[src/rtl/alu_pkg.sv]
// alu_pkg: shared constants and types for the alu and its round-robin arbiter.
//   ALU_SEL_W   - width of the alu operation select
//   ALU_WIDTH   - alu data width
//   arb_state_e - arbiter sequencer states (2-bit binary encoding)
package alu_pkg;

  localparam int ALU_SEL_W = 2;
  localparam int ALU_WIDTH = 32;

  typedef enum logic [1:0] {
    ST_IDLE = 2'd0,
    ST_EXEC = 2'd1,
    ST_DONE = 2'd2
  } arb_state_e;

endpackage : alu_pkg

[src/rtl/rr_picker.sv]
// rr_picker: combinational round-robin priority picker.
//   req    [NREQ]   - request vector
//   ptr    [PTR_W]  - index of the highest-priority requester (must be < NREQ)
//   onehot [NREQ]   - one-hot winner, all zero when no request
//   idx    [PTR_W]  - binary index of the winner, 0 when no request
//   any             - at least one request is pending
module rr_picker #(
  parameter int NREQ  = 2,
  parameter int PTR_W = $clog2(NREQ)
) (
  input  logic [NREQ-1:0]  req,
  input  logic [PTR_W-1:0] ptr,
  output logic [NREQ-1:0]  onehot,
  output logic [PTR_W-1:0] idx,
  output logic             any
);

  int slot;

  // NOTE: every output of a combinational block gets a default before any
  // conditional assignment; a path that leaves one unassigned infers a latch.
  always_comb begin
    onehot = '0;
    idx    = '0;
    any    = 1'b0;
    slot   = 0;
    // Walk the requesters starting at ptr, wrapping at NREQ; the first hit wins.
    for (int k = 0; k < NREQ; k++) begin
      slot = int'(ptr) + k;
      if (slot >= NREQ) slot = slot - NREQ;
      if (!any && req[slot]) begin
        any          = 1'b1;
        idx          = PTR_W'(slot);
        onehot[slot] = 1'b1;
      end
    end
  end

endmodule : rr_picker

[src/rtl/alu_arbiter.sv]
// alu_arbiter: round-robin arbiter/sequencer sharing one combinational alu
// between NREQ requesters. The winner's operands are latched into the alu
// input registers, the alu runs for one full cycle, its output is registered
// into result and a one-hot done pulse tells the owner its result is ready.
// One operation per three cycles: IDLE (arbitrate) -> EXEC -> DONE.
//   clk, rst            - clock, synchronous active-high reset
//   req                 - level requests, held with operands until done[i]
//   data1_in, data2_in  - packed operands, requester i at [i*WIDTH +: WIDTH]
//   sel_in              - packed alu selects, requester i at [i*2 +: 2]
//   grant, done         - registered one-hot owner / one-cycle result strobe
//   result              - registered alu result, held until the next done
//   busy                - high in EXEC and DONE
//   alu_data1/2, alu_sel, alu_out - registered interface to the shared alu
module alu_arbiter
  import alu_pkg::*;
#(
  parameter int NREQ  = 2,
  parameter int WIDTH = ALU_WIDTH
) (
  input  logic                       clk,
  input  logic                       rst,
  input  logic [NREQ-1:0]            req,
  input  logic [NREQ*WIDTH-1:0]      data1_in,
  input  logic [NREQ*WIDTH-1:0]      data2_in,
  input  logic [NREQ*ALU_SEL_W-1:0]  sel_in,
  output logic [NREQ-1:0]            grant,
  output logic [NREQ-1:0]            done,
  output logic [WIDTH-1:0]           result,
  output logic                       busy,
  output logic [WIDTH-1:0]           alu_data1,
  output logic [WIDTH-1:0]           alu_data2,
  output logic [ALU_SEL_W-1:0]       alu_sel,
  input  logic [WIDTH-1:0]           alu_out
);

  localparam int PTR_W = $clog2(NREQ);

  arb_state_e           state, next_state;
  logic [PTR_W-1:0]     ptr;
  logic [PTR_W-1:0]     winner;
  logic [NREQ-1:0]      pick_onehot;
  logic [PTR_W-1:0]     pick_idx;
  logic                 pick_any;
  logic [WIDTH-1:0]     win_data1;
  logic [WIDTH-1:0]     win_data2;
  logic [ALU_SEL_W-1:0] win_sel;
  logic [PTR_W-1:0]     ptr_after_winner;

  rr_picker #(
    .NREQ  (NREQ),
    .PTR_W (PTR_W)
  ) u_picker (
    .req    (req),
    .ptr    (ptr),
    .onehot (pick_onehot),
    .idx    (pick_idx),
    .any    (pick_any)
  );

  // Operand mux steered by the one-hot winner.
  always_comb begin
    win_data1 = '0;
    win_data2 = '0;
    win_sel   = '0;
    for (int i = 0; i < NREQ; i++) begin
      if (pick_onehot[i]) begin
        win_data1 = data1_in[i*WIDTH +: WIDTH];
        win_data2 = data2_in[i*WIDTH +: WIDTH];
        win_sel   = sel_in[i*ALU_SEL_W +: ALU_SEL_W];
      end
    end
  end

  // The requester just served drops to lowest priority.
  assign ptr_after_winner = (winner == PTR_W'(NREQ - 1)) ? '0 : winner + 1'b1;

  // NOTE: state registers use non-blocking assignments so every flop samples
  // values from before the edge, independent of block evaluation order.
  always_ff @(posedge clk) begin
    if (rst) state <= ST_IDLE;
    else     state <= next_state;
  end

  always_comb begin
    next_state = state;
    unique case (state)
      ST_IDLE: if (pick_any) next_state = ST_EXEC;
      ST_EXEC: next_state = ST_DONE;
      ST_DONE: next_state = ST_IDLE;
      default: next_state = ST_IDLE;
    endcase
  end

  always_ff @(posedge clk) begin
    if (rst) begin
      grant     <= '0;
      done      <= '0;
      result    <= '0;
      alu_data1 <= '0;
      alu_data2 <= '0;
      alu_sel   <= '0;
      ptr       <= '0;
      winner    <= '0;
    end else begin
      unique case (state)
        ST_IDLE: begin
          if (pick_any) begin
            grant     <= pick_onehot;
            winner    <= pick_idx;
            alu_data1 <= win_data1;
            alu_data2 <= win_data2;
            alu_sel   <= win_sel;
          end
        end
        ST_EXEC: begin
          result <= alu_out;
          done   <= grant;
        end
        ST_DONE: begin
          // alu_* keep their last values; only ownership is released.
          ptr   <= ptr_after_winner;
          grant <= '0;
          done  <= '0;
        end
        default: begin
          grant <= '0;
          done  <= '0;
        end
      endcase
    end
  end

  assign busy = (state != ST_IDLE);

endmodule : alu_arbiter

[config.mk]
export PLATFORM = sky130hd
export DESIGN_NAME = alu_arbiter
export DESIGN_NICKNAME = d
export VERILOG_FILES = /design/src/rtl/alu_pkg.sv /design/src/rtl/rr_picker.sv /design/src/rtl/alu_arbiter.sv
export SDC_FILE = /design/constraint.sdc
export NUM_CORES = 1
export LEC_CHECK = 0
export CORE_UTILIZATION = 40
export DETAILED_ROUTE_END_ITERATION = 12
export PLACE_DENSITY_LB_ADDON = 0.05
export SYNTH_ARGS = -nofsm -noshare
export SYNTH_HDL_FRONTEND = slang
export SYNTH_SLANG_ARGS = --single-unit
[constraint.sdc]
create_clock -name clk -period 3.4 [get_ports clk]
set_clock_uncertainty 0.15 [all_clocks]
set_input_delay 0.68 -clock clk [delete_from_list [all_inputs] [get_ports clk]]
set_output_delay 0.68 -clock clk [all_outputs]
set_load 0.1 [all_outputs]
* Word-level counts from Yosys, hierarchy flattened *
Index checks and enable logic that the tools add are counted.

storage, ports and cells
  logic and storage cells = 62
  bits of input ports = 168
  output and inout bits = 103
  flip-flop bits (word level) = 106

cells by class
  eq/ne operators = 3
  reductions and logical operators = 8
  magnitude comparators = 6
  muxes and demuxes = 30
  $add $sub $neg = 4
  bitwise operators = 2

operators by type and width
  operator                                                             number
  2-to-1 mux 32 bit                                                    6
  greater-or-equal comparator 32 x 1 -> 1 bit (second input constant)  2
  less-than comparator 32 x 3 -> 1 bit (second input constant)         2
  greater-or-equal comparator 32 x 3 -> 1 bit (second input constant)  1
  subtractor 32 x 3 -> 32 bit (second input constant)                  1
  2-to-1 mux 1 bit                                                     13
  2-to-1 mux 2 bit                                                     6
  case mux 2 bit (2 select lines)                                      3
  AND reduction 2 bit                                                  2
  logical AND 1 bit                                                    3
  subtractor 1 x 2 -> 3 bit (second input constant)                    1
  adder 1 x 1 -> 2 bit (second input constant)                         1
  demux 1 bit (select 1 bit)                                           2
  == test 2 x 1 -> 1 bit (second input constant)                       1
  == test 2 bit (second input constant)                                1
  greater-or-equal comparator 1 x 2 -> 1 bit (second input constant)   1
  zero test 2 bit                                                      1
  inequality test 2 bit (second input constant)                        1
  bitwise OR 2 bit                                                     1
  nonzero test 2 bit                                                   1
  adder 1 bit (second input constant)                                  1
  zero test 1 bit                                                      1
  NOT 1 bit                                                            1

* Logic depth before layout (Yosys ltp) *
  word-level depth = 11
  gate-level depth with buffers = 7
  mapped depth without buffers = 4

* Modules after synthesis *
From an unflattened synthesis, not the netlist that was laid out.

unflattened totals
  cell total of the unflattened synthesis = 482
  area total of the unflattened synthesis = 4,379.2 sq um

by module, submodules not included
  module       seq. area each (sq um)  instances  cells an instance  area an instance (sq um)
  alu_arbiter  2,122.0                 1          477                4,346.7
  rr_picker    0.0                     1          5                  32.5

* Worst setup path before layout *
No wires, ideal clock.

  path kind = in2reg
  start point = input req[0]
  end point = register alu_data1[10]
  data arrival time = 1.603 ns
  library setup time = 0.122 ns
  path slack = 1.525 ns
  path buffers = 3
  data required time = 3.128 ns
  cell stages on the path = 6
  cells stage by stage = nand2b_1 -> and4b_1 -> clkbuf_1 -> buf_6 -> buf_6 -> a221o_1

between the ends
  longest elaborated chain between the ends = 9
  elaborated cells on any way between the ends = 16

RTL lines
  item                                                  RTL line            text
  from (decl)                                           alu_arbiter.sv:22   input logic [NREQ-1:0] req,
  2-to-1 mux 1 bit (implied by the code) (3 in series)  rr_picker.sv:31     if (!any && req[slot]) begin
  2-to-1 mux 1 bit                                      rr_picker.sv:31
  zero test 1 bit                                       rr_picker.sv:31
  logical AND 1 bit                                     rr_picker.sv:31
  2-to-1 mux 2 bit                                      rr_picker.sv:31
  2-to-1 mux 32 bit (2 in series)                       alu_arbiter.sv:66   if (pick_onehot[i]) begin
  to (signal assigned)                                  alu_arbiter.sv:110  alu_data1 <= win_data1;
  to (decl)                                             alu_arbiter.sv:30   output logic [WIDTH-1:0] alu_data1,

Several ways; a longest one is shown, not always the timed one. The select of a mux whose other input is x is not followed.
A chain may end at the register's enable or synchronous reset.

* Worst setup path after layout *
  start point = input req[1]
  end point = register alu_data2[24]

between the ends
  longest elaborated chain between the ends = 9
  elaborated cells on any way between the ends = 16

RTL lines
  item                                                  RTL line            text
  2-to-1 mux 1 bit (implied by the code) (3 in series)  rr_picker.sv:31
  2-to-1 mux 1 bit                                      rr_picker.sv:31
  zero test 1 bit                                       rr_picker.sv:31
  logical AND 1 bit                                     rr_picker.sv:31
  2-to-1 mux 2 bit                                      rr_picker.sv:31
  2-to-1 mux 32 bit (2 in series)                       alu_arbiter.sv:66
  to (signal assigned)                                  alu_arbiter.sv:111  alu_data2 <= win_data2;
  to (decl)                                             alu_arbiter.sv:31   output logic [WIDTH-1:0] alu_data2,

Several ways; a longest one is shown, not always the timed one. The select of a mux whose other input is x is not followed.

==> impl_results.html <==
<table>
<tr><th>Metric</th><th>Value</th></tr>
<tr><th colspan="2">Run status</th></tr>
<tr><td>Status</td><td>complete, no violations</td></tr>
<tr><th colspan="2">Timing</th></tr>
<tr><td>Maximum frequency from static timing analysis</td><td>413 MHz</td></tr>
<tr><td>Minimum hold slack</td><td>0.310 ns</td></tr>
<tr><td>Final count of pins violating max slew</td><td>0</td></tr>
<tr><td>Final number of setup-violating endpoints</td><td>0</td></tr>
<tr><td>Share of the clock period used by the worst path after layout</td><td>0.713</td></tr>
<tr><td>Final hold vios</td><td>0</td></tr>
<tr><td>Worst slew pin tran</td><td>0.743 ns</td></tr>
<tr><td>Worst rel slew slack</td><td>0.505</td></tr>
<tr><td>Final critical delay including setup and external delays</td><td>2.42 ns</td></tr>
<tr><td>Sum of negative setup slack</td><td>0 ns</td></tr>
<tr><td>Unrepaired setup endpoints after global routing</td><td>false</td></tr>
<tr><td>Smallest setup slack after layout</td><td>0.977 ns</td></tr>
<tr><th colspan="2">Power</th></tr>
<tr><td>Leakage power total</td><td>2.84 nW</td></tr>
<tr><td>Worst vdd ir</td><td>0.309 mV</td></tr>
<tr><td>Relative contribution of combinational cells to total power</td><td>0.377</td></tr>
<tr><td>Portion of total power attributed to the clock network</td><td>0.250</td></tr>
<tr><td>Switching power</td><td>1.52 mW</td></tr>
<tr><td>Switching Fraction</td><td>0.402</td></tr>
<tr><td>Int Pwr</td><td>2.26 mW</td></tr>
<tr><td>Proportion of power drawn by flip-flops and latches</td><td>0.373</td></tr>
<tr><td>Total power per unit cell area</td><td>534 nW/µm²</td></tr>
<tr><th colspan="2">Job</th></tr>
<tr><td># Max-Cap Violations</td><td>0</td></tr>
<tr><th colspan="2">Logic synthesis</th></tr>
<tr><td>Leading register cell type out of synthesis</td><td>sky130_fd_sc_hd__dfxtp_1</td></tr>
<tr><td>Cell count after synthesis</td><td>478</td></tr>
<tr><td>Post-synthesis adder-cell area fraction</td><td>0</td></tr>
<tr><td>Syn. warnings</td><td>0</td></tr>
<tr><td>EDFF count, synth</td><td>0</td></tr>
<tr><td>Post-synth ARST share</td><td>0</td></tr>
<tr><td>Netlist Area Pre-Place</td><td>4360 µm²</td></tr>
<tr><td>Share of the synthesized area in compound gates (AO/OA/AOI/OAI)</td><td>0.280</td></tr>
<tr><td>Cell with the most instances after synthesis</td><td>sky130_fd_sc_hd__dfxtp_1</td></tr>
<tr><td>Sequential share of the synthesized area</td><td>0.487</td></tr>
<tr><td>Synthesized net count</td><td>646</td></tr>
<tr><td>Largest family of logic cells by synthesized area</td><td>compound AO/OA/AOI/OAI gates</td></tr>
<tr><td>Count of state elements after synthesis</td><td>106</td></tr>
<tr><td>Proportion of synthesized area in mux cells</td><td>0.00459</td></tr>
<tr><td>Xor-xnor portion of the synthesized cell area</td><td>0</td></tr>
<tr><td>Ranking of synthesized cells by area</td><td>sky130_fd_sc_hd__dfxtp_1, sky130_fd_sc_hd__a221o_1, sky130_fd_sc_hd__a21oi_1</td></tr>
<tr><td>Ranking of synthesized cells by instance count</td><td>sky130_fd_sc_hd__dfxtp_1, sky130_fd_sc_hd__a21oi_1, sky130_fd_sc_hd__nand2b_1, sky130_fd_sc_hd__a221o_1, sky130_fd_sc_hd__nand2_1</td></tr>
<tr><td>Area share of the leading cell type in the synthesized netlist</td><td>0.487</td></tr>
<tr><td>Count of distinct cell types in the synthesized netlist</td><td>24</td></tr>
<tr><td>Cell accounting for the most synthesized area</td><td>sky130_fd_sc_hd__dfxtp_1</td></tr>
<tr><td>Syn Area/Cell</td><td>9.12 µm²</td></tr>
<tr><td>Area fraction in and, or, nand and nor cells after synthesis</td><td>0.169</td></tr>
<tr><th colspan="2">Detailed routing</th></tr>
<tr><td>Starting DRC count in detailed routing</td><td>325</td></tr>
<tr><td>Post-route DRC violation count</td><td>0</td></tr>
<tr><td>Number of nets with antenna violations after routing</td><td>0</td></tr>
<tr><td>Pre-antenna DRT Iters</td><td>4</td></tr>
<tr><td>Number of vias after detailed routing</td><td>4,573</td></tr>
<tr><td>Routed vias/inst</td><td>5.31</td></tr>
<tr><td>Aggregate routed wire length</td><td>14.6 mm</td></tr>
<tr><td>Wirelength per Cell</td><td>16.9 µm</td></tr>
<tr><th colspan="2">Clocking</th></tr>
<tr><td>TritonCTS clock tree</td><td>yes</td></tr>
<tr><td>TritonCTS buffer count</td><td>9</td></tr>
<tr><td>CTS Hold Bufs</td><td>0</td></tr>
<tr><td>Clock sink count</td><td>106</td></tr>
<tr><td>Clock slew at reported path FFs</td><td>0.10 ns</td></tr>
<tr><td>Max H-tree Level</td><td>3</td></tr>
<tr><td>CTS max path bufs</td><td>2</td></tr>
<tr><td>Buffer cell driving the clock tree root</td><td>sky130_fd_sc_hd__clkbuf_8</td></tr>
<tr><td>Clock latency on the worst-skew pair</td><td>0.36 ns</td></tr>
<tr><td>Number of resized instances in the post-cts repair step</td><td>0</td></tr>
<tr><td>Number of setup buffers added after CTS</td><td>0</td></tr>
<tr><th colspan="2">Finish</th></tr>
<tr><td>Number of inserted filler cells in the final layout</td><td>888</td></tr>
<tr><td>NumNets Final</td><td>888</td></tr>
<tr><td>Area growth from synthesis to layout</td><td>62.6%</td></tr>
<tr><td>Fraction of final layout cells sized beyond drive strength 1</td><td>0.188</td></tr>
<tr><td>Antenna diode instance count</td><td>0</td></tr>
<tr><th colspan="2">Setup path</th></tr>
<tr><td>Crit Path Class</td><td>in -&gt; reg</td></tr>
<tr><td>Crit path DAT</td><td>2.58 ns</td></tr>
<tr><td>Required time at the endpoint of the critical path</td><td>3.56 ns</td></tr>
<tr><td>Critical Path End Type</td><td>flop</td></tr>
<tr><td>Maximum fanout along the worst path</td><td>31</td></tr>
<tr><td>Type of element launching the critical path</td><td>primary input</td></tr>
<tr><th colspan="2">Floorplanning</th></tr>
<tr><td>Overall die area</td><td>11,300 µm²</td></tr>
<tr><td>Chip Height</td><td>106 µm</td></tr>
<tr><td>Area inside the core boundary</td><td>10,500 µm²</td></tr>
<tr><td>Number of top-level pins</td><td>271</td></tr>
<tr><td>Row count</td><td>37</td></tr>
<tr><td>Die extent in x</td><td>106 µm</td></tr>
<tr><td>Initial core utilization</td><td>0.417</td></tr>
<tr><th colspan="2">Placement</th></tr>
<tr><td>Post-Place Setup Slack</td><td>0.601 ns</td></tr>
<tr><td>Final estimated routing congestion in global placement</td><td>0.796</td></tr>
<tr><td>Count of buffers inserted at the top-level ports</td><td>270</td></tr>
<tr><td>Final HPWL DP</td><td>10.3 mm</td></tr>
<tr><th colspan="2">Min path</th></tr>
<tr><td>Hold Path Class</td><td>reg -&gt; reg</td></tr>
<tr><th colspan="2">Global routing</th></tr>
<tr><td>Met3 global-route usage</td><td>0.0527</td></tr>
<tr><td>GRT Total Usage</td><td>0.249</td></tr>
<tr><td>Global routing met2 resource utilization</td><td>0.436</td></tr>
<tr><td>Met1 usage</td><td>0.291</td></tr>
<tr><td>Number of antenna violations at the first check in global routing</td><td>0</td></tr>
<tr><td>Most Used Layer, Global Route</td><td>met2</td></tr>
<tr><td>Number of global-route vias before repair</td><td>4,416</td></tr>
<tr><td>Pin count of the biggest net entering global routing</td><td>107</td></tr>
<tr><td>Global-route wire length before repair</td><td>22.1 mm</td></tr>
<tr><td>Overflow after GRT</td><td>0</td></tr>
</table>
==> flip-flops by register name (all words and copies together), names as in the netlist, 2 cells and up <==
| name | cells |
|---|---|
| alu_data1 | 32 |
| alu_data2 | 32 |
| result | 32 |
| alu_sel | 2 |
| done | 2 |
| grant | 2 |
| state | 2 |
==> metal layers <==
metal  vias to the layer above  routed length, µm
li1                       2193                  -
met1                      2133               5770
met2                       219               7270
met3                        28               1130
met4                         0                405
met5                         -                  0
==> power groups by stage <==
stage	logic [mW]	registers [mW]	clock network (mW)
finish	1.43	1.41	0.946
global route	1.48	1.43	1.02
CTS	1.43	1.41	0.968
detailed placement	1.43	1.44	0
global placement	1.42	1.44	0
floorplan	0.261	2.17	0
==> layout make-up <==
class,instances,area [µm²],share of cell area
Inverter,5,18.8,0.00265
Timing Repair Buffer,280,2550,0.360
Tap cell,136,170,0.0240
Clock buffer,9,124,0.0175
Sequential cell,106,2120,0.299
Multi-Input combinational cell,318,1980,0.279
Clock inverter,7,121,0.0171
==> final timing paths <==
kind | startpoint | endpoint | slack, ns | depth (start not counted)
max | req[1] | alu_data2[24] | 0.98 | 4
min | result[4] | result[4] | 0.31 | 2
max reg2reg | state[1] | alu_data2[24] | 1.33 | 4
min reg2reg | result[4] | result[4] | 0.31 | 2
==> metrics by stage <==
stage / utilization / cell area (µm²) / cells / total power, mW
after floorplan: - / 4360 / 478 / 2.43
after global placement: 0.654 / 6840 / 845 / 2.86
after detailed placement: 0.654 / 6840 / 845 / 2.87
after CTS: 0.677 / 7090 / 861 / 3.81
after global routing: 0.677 / 7090 / 861 / 3.92
final: 0.677 / 7090 / 861 / 3.78
==> cells by family after synthesis <==
| group | Yosys count |
|---|---|
| flip-flops | 106 |
| AND/OR/NAND/NOR | 144 |
| buffers and inverters | 54 |
| AO/OA/AOI/OAI | 172 |
| multiplexers | 2 |
==> placed cells by master (no fill, tap or decap), drive strengths merged, types with 2 or more instances in the layout <==
cell type / synthesis / final
nand2b: 68 / 68
clkbuf: 29 / 9
nor3: 3 / 3
nand2: 64 / 64
mux2i: 2 / 2
a21oi: 100 / 100
inv: 5 / 8
buf: 20 / 114
nor2: 4 / 4
dfxtp: 106 / 106
o21ai: 3 / 3
o21bai: 2 / 2
bufinv: 0 / 3
clkdlybuf4s50: 0 / 166
a221o: 66 / 66
==> critical path, cell delays in order <==
cell                              delay (ns)
sky130_fd_sc_hd__clkdlybuf4s50_1        0.59
sky130_fd_sc_hd__and4b_2                0.75
sky130_fd_sc_hd__buf_4                  0.37
sky130_fd_sc_hd__a221o_1                0.19
Note: power is estimated with default switching activity, not from simulation.
